<file path="config.mk">
export PLATFORM = sky130hd
export DESIGN_NAME = ram_ctl_flat
export DESIGN_NICKNAME = d
export VERILOG_FILES = /design/src/rtl/ram_if.sv /design/src/rtl/ram_ctl.sv /design/src/flat_wrapper.sv
export SDC_FILE = /design/constraint.sdc
export NUM_CORES = 2
export LEC_CHECK = 0
export ABC_CLOCK_PERIOD_IN_PS = 3450
export BUFFER_PORTS_ARGS = -buffer_cell sky130_fd_sc_hd__buf_2
export CAP_MARGIN = 40
export CORE_ASPECT_RATIO = 1.1
export CORE_MARGIN = 1.5
export CORE_UTILIZATION = 55
export DETAILED_ROUTE_END_ITERATION = 8
export PLACE_DENSITY = 0.71
export SLEW_MARGIN = 20
export SYNTH_ARGS = -nofsm -noshare
export SYNTH_HDL_FRONTEND = slang
export SYNTH_SLANG_ARGS = --single-unit
</file>
<file path="constraint.sdc">
create_clock -name clk -period 3.45 [get_ports clk]
set_input_delay 0.345 -clock clk [delete_from_list [all_inputs] [get_ports clk]]
set_output_delay 0.345 -clock clk [all_outputs]
set_load 0.01 [all_outputs]
</file>
<file path="src/rtl/ram_if.sv">
// ram_if: access bus between the CPU (master) and the data RAM (slave)
interface ram_if;
    logic        ram_en;
    logic [15:0] ram_addr;
    logic [15:0] ram_Din;
    logic        ram_RW;
    logic        BW;
    logic [15:0] ram_out;
    logic        ram_ready;
    logic        ram_err;
    logic        ram_busy;
    modport master (
        output ram_en, ram_addr, ram_Din, ram_RW, BW,
        input  ram_out, ram_ready, ram_err, ram_busy
    );
    modport slave (
        input  ram_en, ram_addr, ram_Din, ram_RW, BW,
        output ram_out, ram_ready, ram_err, ram_busy
    );
endinterface

</file>
<file path="src/rtl/ram_ctl.sv">
// ram_ctl: MSP430 data RAM mapped at [BOUND_L, BOUND_U), registered reads; RAM_CLEAR_ON_RESET_EN adds a post-reset clear sequencer
module ram_ctl #(
    parameter logic [15:0] BOUND_L = 16'h0200,
    parameter logic [15:0] BOUND_U = 16'h0400
) (
    input logic  clk,
    input logic  rst,
    ram_if.slave bus
);
    localparam int SIZE  = int'(BOUND_U - BOUND_L);
    localparam int WORDS = SIZE / 2;
    localparam int IW    = (WORDS > 1) ? $clog2(WORDS) : 1;

    logic [15:0]   mem_q [WORDS];
    logic          acc, hit, wr, rd, busy, clr_we;
    logic [IW:0]   off;
    logic [IW-1:0] idx, clr_idx;
    logic [15:0]   rword, rdata, out_q, out_d;
    logic          ready_q, ready_d, err_q, err_d;

    // Only the low IW+1 offset bits matter once the hit test has passed
    assign acc   = bus.ram_en & ~busy;
    assign hit   = (bus.ram_addr >= BOUND_L) && (bus.ram_addr < BOUND_U);
    assign off   = bus.ram_addr[IW:0] - BOUND_L[IW:0];
    assign idx   = off[IW:1];
    assign wr    = acc & hit & bus.ram_RW;
    assign rd    = acc & ~bus.ram_RW;
    assign rword = mem_q[idx];
    assign rdata = !hit ? 16'h0000 : bus.BW ? {8'h00, off[0] ? rword[15:8] : rword[7:0]} : rword;

`ifdef RAM_CLEAR_ON_RESET_EN
    typedef enum logic {CLEAR, IDLE} state_t;
    state_t        state_q, state_d;
    logic [IW-1:0] clr_idx_q, clr_idx_d;

    // State register: reset restarts the clear from word 0
    always_ff @(posedge clk or posedge rst)
        if (rst) begin
            state_q   <= CLEAR;
            clr_idx_q <= '0;
        end else begin
            state_q   <= state_d;
            clr_idx_q <= clr_idx_d;
        end

    // Next state: clear one word per cycle, leave after the last word
    always_comb begin
        state_d   = state_q;
        clr_idx_d = clr_idx_q;
        if (state_q == CLEAR) begin
            clr_idx_d = clr_idx_q + IW'(1);
            if (clr_idx_q == IW'(WORDS - 1))
                state_d = IDLE;
        end
    end

    // Outputs: busy blocks accesses while the sequencer owns the write port
    always_comb begin
        busy    = state_q == CLEAR;
        clr_we  = busy;
        clr_idx = clr_idx_q;
    end
`else
    assign busy    = 1'b0;
    assign clr_we  = 1'b0;
    assign clr_idx = '0;
`endif

    // Memory write port: clear word or byte-lane write; a byte write to an odd offset lands in the high lane
    always_ff @(posedge clk)
        if (clr_we)
            mem_q[clr_idx] <= '0;
        else if (wr) begin
            if (!bus.BW || !off[0])
                mem_q[idx][7:0] <= bus.ram_Din[7:0];
            if (!bus.BW || off[0])
                mem_q[idx][15:8] <= bus.BW ? bus.ram_Din[7:0] : bus.ram_Din[15:8];
        end

    // Next output values: read data (zero when out of range) and status pulses
    always_comb begin
        out_d   = rd ? rdata : out_q;
        ready_d = rd;
        err_d   = acc & ~hit;
    end

    // Output registers
    always_ff @(posedge clk or posedge rst)
        if (rst) begin
            out_q   <= '0;
            ready_q <= 1'b0;
            err_q   <= 1'b0;
        end else begin
            out_q   <= out_d;
            ready_q <= ready_d;
            err_q   <= err_d;
        end

    assign bus.ram_out   = out_q;
    assign bus.ram_ready = ready_q;
    assign bus.ram_err   = err_q;
    assign bus.ram_busy  = busy;
endmodule

</file>
<file path="src/flat_wrapper.sv">
// flat-port wrapper written by rule: the top's interface ports become plain ports
module ram_ctl_flat 
#(
    parameter logic [15:0] BOUND_L = 16'h0200,
    parameter logic [15:0] BOUND_U = 16'h0400
)
  (clk, rst, bus_ram_en, bus_ram_addr, bus_ram_Din, bus_ram_RW, bus_BW, bus_ram_out, bus_ram_ready, bus_ram_err, bus_ram_busy);
  ram_if bus_i ();
  input logic clk;
  input logic rst;
  input wire logic [$bits(bus_i.ram_en)-1:0] bus_ram_en;
  input wire logic [$bits(bus_i.ram_addr)-1:0] bus_ram_addr;
  input wire logic [$bits(bus_i.ram_Din)-1:0] bus_ram_Din;
  input wire logic [$bits(bus_i.ram_RW)-1:0] bus_ram_RW;
  input wire logic [$bits(bus_i.BW)-1:0] bus_BW;
  output wire logic [$bits(bus_i.ram_out)-1:0] bus_ram_out;
  output wire logic [$bits(bus_i.ram_ready)-1:0] bus_ram_ready;
  output wire logic [$bits(bus_i.ram_err)-1:0] bus_ram_err;
  output wire logic [$bits(bus_i.ram_busy)-1:0] bus_ram_busy;
  assign bus_i.ram_en = bus_ram_en;
  assign bus_i.ram_addr = bus_ram_addr;
  assign bus_i.ram_Din = bus_ram_Din;
  assign bus_i.ram_RW = bus_ram_RW;
  assign bus_i.BW = bus_BW;
  assign bus_ram_out = bus_i.ram_out;
  assign bus_ram_ready = bus_i.ram_ready;
  assign bus_ram_err = bus_i.ram_err;
  assign bus_ram_busy = bus_i.ram_busy;
  ram_ctl #(.BOUND_L(BOUND_L), .BOUND_U(BOUND_U)) u_core (.clk(clk), .rst(rst), .bus(bus_i));
endmodule
</file>
# --- Yosys cells after proc, flatten, opt, wreduce, memory -nomap -nowiden ---
# Memory sizes are Yosys's and may differ from the RTL's.
# Cells that the tools add are included.
classes:
  magnitude_cmp: 2
  reduce_logical: 5
  mux: 10
  bitwise: 6
ops:
  columns: ["cell", "count"]
  rows:
  - ["2-to-1 mux 16 bit", 2]
  - ["greater-or-equal comparator 16 x 10 -> 1 bit, second input constant", 1]
  - ["< comparator 16 x 11 -> 1 bit, second input constant", 1]
  - ["2-to-1 mux 8 bit", 2]
  - ["2-to-1 mux 1 bit", 6]
  - ["bitwise AND 1 bit", 4]
  - ["logical NOT 1 bit", 2]
  - ["logical OR 1 bit", 2]
  - ["inverter 1 bit", 2]
  - ["logical AND 1 bit", 1]
word_totals:
  mem_count: 1
  register_bits: 18
  input_bits: 37
  out_inout_bits: 19
  wordCells: 27
  ramBits: 4096
memory_table:
  columns: ["name", "depth", "width", "read_ports", "rd_clocked_by_memory_dff", "write_ports", "line", "rtl"]
  rows:
  - ["u_core.mem_q", 256, 16, 1, 0, 1, "ram_ctl.sv:14", "logic [15:0] mem_q [WORDS];"]

# --- Depth between registers and ports, before layout ---
logic_depth:
  ltp_word: 6
  ltp_mapped: 14
  mapped_depth_nobuf: 7

# --- Least setup slack after synthesis ---
# OpenSTA, ideal clock, no wires.
synth_timing:
  path_type: "input -> register"
  from: "input port bus_BW"
  to: "memory u_core.mem_q[0][10], data pin"
  setup_slack_ns: 0.346
  path_stages: 2
  t_arrival_ns: 2.549
  required_ns: 2.894
  setup_time_ns: 0.556
  n_path_buf: 1
  path_cell_list: "clkbuf_1 mux2_2"
synth_between:
  elab_chain_cells: 1
synth_lines:
  columns: ["element", "line", "rtl"]
  rows:
  - ["start: declaration", "flat_wrapper.sv:15", "input wire logic [$bits(bus_i.BW)-1:0] bus_BW;"]
  - ["2-to-1 mux 8 bit", "ram_ctl.sv:77", "mem_q[idx][15:8] <= bus.BW ? bus.ram_Din[7:0] : bus.ram_Din[15:8];"]
  - ["end: declaration", "ram_ctl.sv:14", null]
# No other way between the ends.

# --- Final worst setup path ---
layout_timing:
  from: "memory u_core.mem_q[255][8]"
  to: "register u_core.out_q[0] (netlist: u_core.bus.ram_out[0])"
layout_between:
  elab_chain_cells: 4
layout_lines:
  columns: ["element", "line", "rtl"]
  rows:
  - ["memory read (256 x 16 bit)", null, null]
  - ["2-to-1 mux 8 bit", "ram_ctl.sv:29", "assign rdata = !hit ? 16'h0000 : bus.BW ? {8'h00, off[0] ? rword[15:8] : rword[7:0]} : rword;"]
  - ["2-to-1 mux 16 bit (2 in series)", "ram_ctl.sv:29", null]
  - ["end signal: assignment", "ram_ctl.sv:94", "out_q <= out_d;"]
  - ["end: declaration", "ram_ctl.sv:18", "logic [15:0] rword, rdata, out_q, out_d;"]
# No other way between the ends.
# A chain may end at the register's enable or synchronous reset.

==> summary.txt <==
Run status
  • Outcome: finished with violations
  • Failing checks: setup timing

GRT
  • Total grt overflow: 0
  • Vias in the first global route: 85500
  • Initial antenna violation count: 24
  • GR Util All Layers: 0.318
  • First-pass GRT wire length: 648000 µm
  • Largest net degree at the start of global routing: 193

Final layout
  • NumNets Final: 8713
  • Fillers: 18000
  • Share of cells above drive strength 1: 0.344
  • Syn-to-layout area delta: 18.0%
  • Layout Utilization: 0.654
  • Final instance area: 0.187 mm²

Timing
  • Worst rel slew slack: 0.224
  • Final Hold Fails: 0
  • Max-slew violation count: 0
  • Period Utilization, post-route: 1.03
  • RSZ-0062 raised after global routing: false
  • Min setup slack post-route: -0.0869 ns
  • TNS Setup: -0.0869 ns
  • # setup viols final: 1
  • Worst slew pin tran: 1.16 ns
  • Min Tclk post-route: 3.54 ns
  • Clock skew: 0.0633 ns
  • Max Clock Freq: 283 MHz

Run
  • Max Cap Viol: 0

Yosys
  • Number of synthesized flops with an enable pin: 4096
  • Syn Inst Count: 7305
  • Synthesized cell area: 0.159 mm²
  • Yosys warns: 0
  • Syn_area_per_cell: 21.7 µm²
  • Synth Register Bits: 4114
  • Distinct cells, synth: 73
  • Post-synth top flop: edfxtp_1
  • Sequential share of the synthesized area: 0.777
  • Syn_nets: 7342
  • Async SR Flop Fraction: 0.00438

Clock tree
  • Root Buffer: clkbuf_16
  • Reg clk slew, reported paths: 0.07 ns
  • Clock sinks: 4114
  • Num CTS Buffers: 395
  • Clock Tree Buf Depth: 4
  • CTS tree: built
  • H-tree level count: 5
  • Post-CTS setup buffer count: 0
  • Clock insertion delay at the later pin of the skew report: 1.00 ns

Die
  • Die X: 515 µm
  • Die area: 0.292 mm²
  • Num ports: 56
  • Die height: 567 µm
  • Initial Util: 0.554
  • FP Rows: 206
  • Core area: 0.287 mm²

Critical path
  • WP data required: 4.29 ns
  • Startpoint Class: flop
  • Worst EP arrival: 4.37 ns
  • CP cell instances: mux4_2, a22oi_1, a21oi_1, o41ai_1, clkdlybuf4s15_2, buf_4, nand4_1, buf_4, o21ai_1, a21oi_1
  • CP Class: flop to flop
  • CP max-delay cell: o41ai_1
  • CP Capture Type: flop
  • Biggest cell delay along the critical path: 0.55 ns
  • Worst Path Max Fanout: 2

Detailed routing
  • First-pass DRT Iterations: 6
  • Drt drc: 0
  • Vias: 85900
  • Via density per instance: 6.68
  • DR iter-0 viols: 12800
  • Post-Route WL: 463000 µm
  • Final ANT Viol Nets: 0
  • Wire length per cell: 36.0 µm

Pwr
  • Pwr/cell area: 558 mW/mm²
  • Leakage power total: 61.3 nW
  • Worst VDD drop: 522 µV

Placement
  • Placed Area: 0.174 mm²
  • Final HPWL DP: 296000 µm
  • Gp weighted congestion: 0.972
  • Input/output buffers: 54

Min path
  • Class of the worst hold path: input pin to flop
[layout make-up]
class,count,area (µm²),area share
flip-flops and latches,4114,123000,0.658
diodes,19,47.5,0.000254
clock buffers,459,10200,0.0543
multi-input cells,2717,33600,0.179
clock inverters,257,2760,0.0147
repair buffers,1441,12600,0.0671
inverters,7,38.8,0.000207
well taps,3848,4810,0.0257
[critical path: cells and delay by family, from the launching register on]
| kind | cells | cell delay [ns] |
|---|---|---|
| DFF | 1 | 0.40 |
| buffers and inverters | 3 | 0.68 |
| AOI/OAI and AO/OA | 5 | 1.64 |
| and+or+nand+nor | 1 | 0.18 |
| muxes | 1 | 0.51 |
[synth_stat cells, types with 20 or more instances]
cell type	number	share of area
nor2_1	544	0.013
o41ai_1	20	0.0011
mux4_2	1020	0.14
clkbuf_1	176	0.0042
nand3_1	52	0.0016
o21ai_0	23	0.00072
a22o_1	30	0.0017
buf_2	174	0.0055
buf_1	42	0.00099
a21oi_1	114	0.0036
mux2i_1	172	0.011
buf_4	65	0.0031
o22ai_1	24	0.00095
a22oi_1	269	0.013
nand2_1	180	0.0043
edfxtp_1	4096	0.77
[worst paths after layout]
path | startpoint | end | slack, ns | depth (start not counted)
hold reg to reg | u_core.bus.ram_out[2]$_DFFE_PP0P_ | u_core.bus.ram_out[2]$_DFFE_PP0P_ | 0.73 | 1
min in group asynchronous | rst | u_core.bus.ram_out[3]$_DFFE_PP0P_ | 0.54 | 5
setup reg to reg | u_core.mem_q[255][8]$_DFFE_PP_ | u_core.bus.ram_out[0]$_DFFE_PP0P_ | -0.09 | 10
hold / removal | bus_ram_RW | u_core.bus.ram_out[8]$_DFFE_PP0P_ | 0.04 | 4
setup / recovery | u_core.mem_q[255][8]$_DFFE_PP_ | u_core.bus.ram_out[0]$_DFFE_PP0P_ | -0.09 | 10
max in group asynchronous | rst | u_core.bus.ram_ready$_DFF_PP0_ | 2.61 | 5
[registers in the layout, summed over array words and instances, names as in the netlist]
| signal | flops |
|---|---|
| u_core.bus.ram_err | 1 |
| u_core.bus.ram_out | 16 |
| u_core.bus.ram_ready | 1 |
| u_core.mem_q | 4096 |
[report_power, final]
part	total, W	switching (W)	internal [W]	leakage, nW
clock	0.0436	0.0188	0.0248	6.24
combinational	0.00588	0.00379	0.00209	18.0
sequential	0.0551	0.00000555	0.0551	37.0
[cells by family (layout without fill, tap and decap cells)]
| kind of cell | Yosys count | in the layout | share of synthesized area |
|---|---|---|---|
| other cells | 1 | 20 | 0.0000236 |
| compound gates | 594 | 594 | 0.0269 |
| flops | 4114 | 4114 | 0.777 |
| mux | 1210 | 1210 | 0.157 |
| buf+inv | 474 | 2164 | 0.0146 |
| simple gates | 912 | 912 | 0.0247 |
[layer usage]
metal  wire, µm  vias to the layer above  track usage
li1           -                    33500            -
met2     218000                     6303        0.490
met1     160000                    44900        0.420
met3      56400                     1174       0.0808
met4      28600                       12        0.169
met5         77                        -            0
[metrics by stage]
| stage | setup slack (ns) | std cells | hold slack, ns | total power, W |
|---|---|---|---|---|
| floorplan | 0.346 | 7305 | 0.284 | 0.0590 |
| global placement | -1.06 | 12100 | 0.426 | 0.0618 |
| CTS | 0.0134 | 12800 | 0.0208 | 0.105 |
| detailed placement | -1.06 | 12100 | 0.422 | 0.0619 |
| finish | -0.0869 | 12900 | 0.0414 | 0.105 |
| global route | 0.00302 | 12800 | 0.0206 | 0.107 |
[timing repair]
action,in CTS,in global routing
endpoints found under the hold margin,93,0
hold buffers,11,0
resized for setup,2,4
endpoints found under the setup margin,1,3
[layout by cell type (no fill, tap or decap), types with 16 or more instances in the layout]
cell type,count
edfxtp_1,4096
buf_4,1236
mux4_2,1020
nor2_1,540
clkbuf_16,397
a22oi_1,269
mux2i_1,172
nand2_1,164
buf_12,137
a21oi_1,112
clkinv_1,93
clkbuf_1,61
clkinv_2,59
nand3_1,52
bufinv_16,48
buf_2,41
a22o_1,30
clkinvlp_4,28
o22ai_1,24
o21ai_0,21
diode_2,19
a32oi_1,18
nand4_1,18
dfrtp_1,18
nand2_4,16
Note: power is estimated with default switching activity, not from simulation.
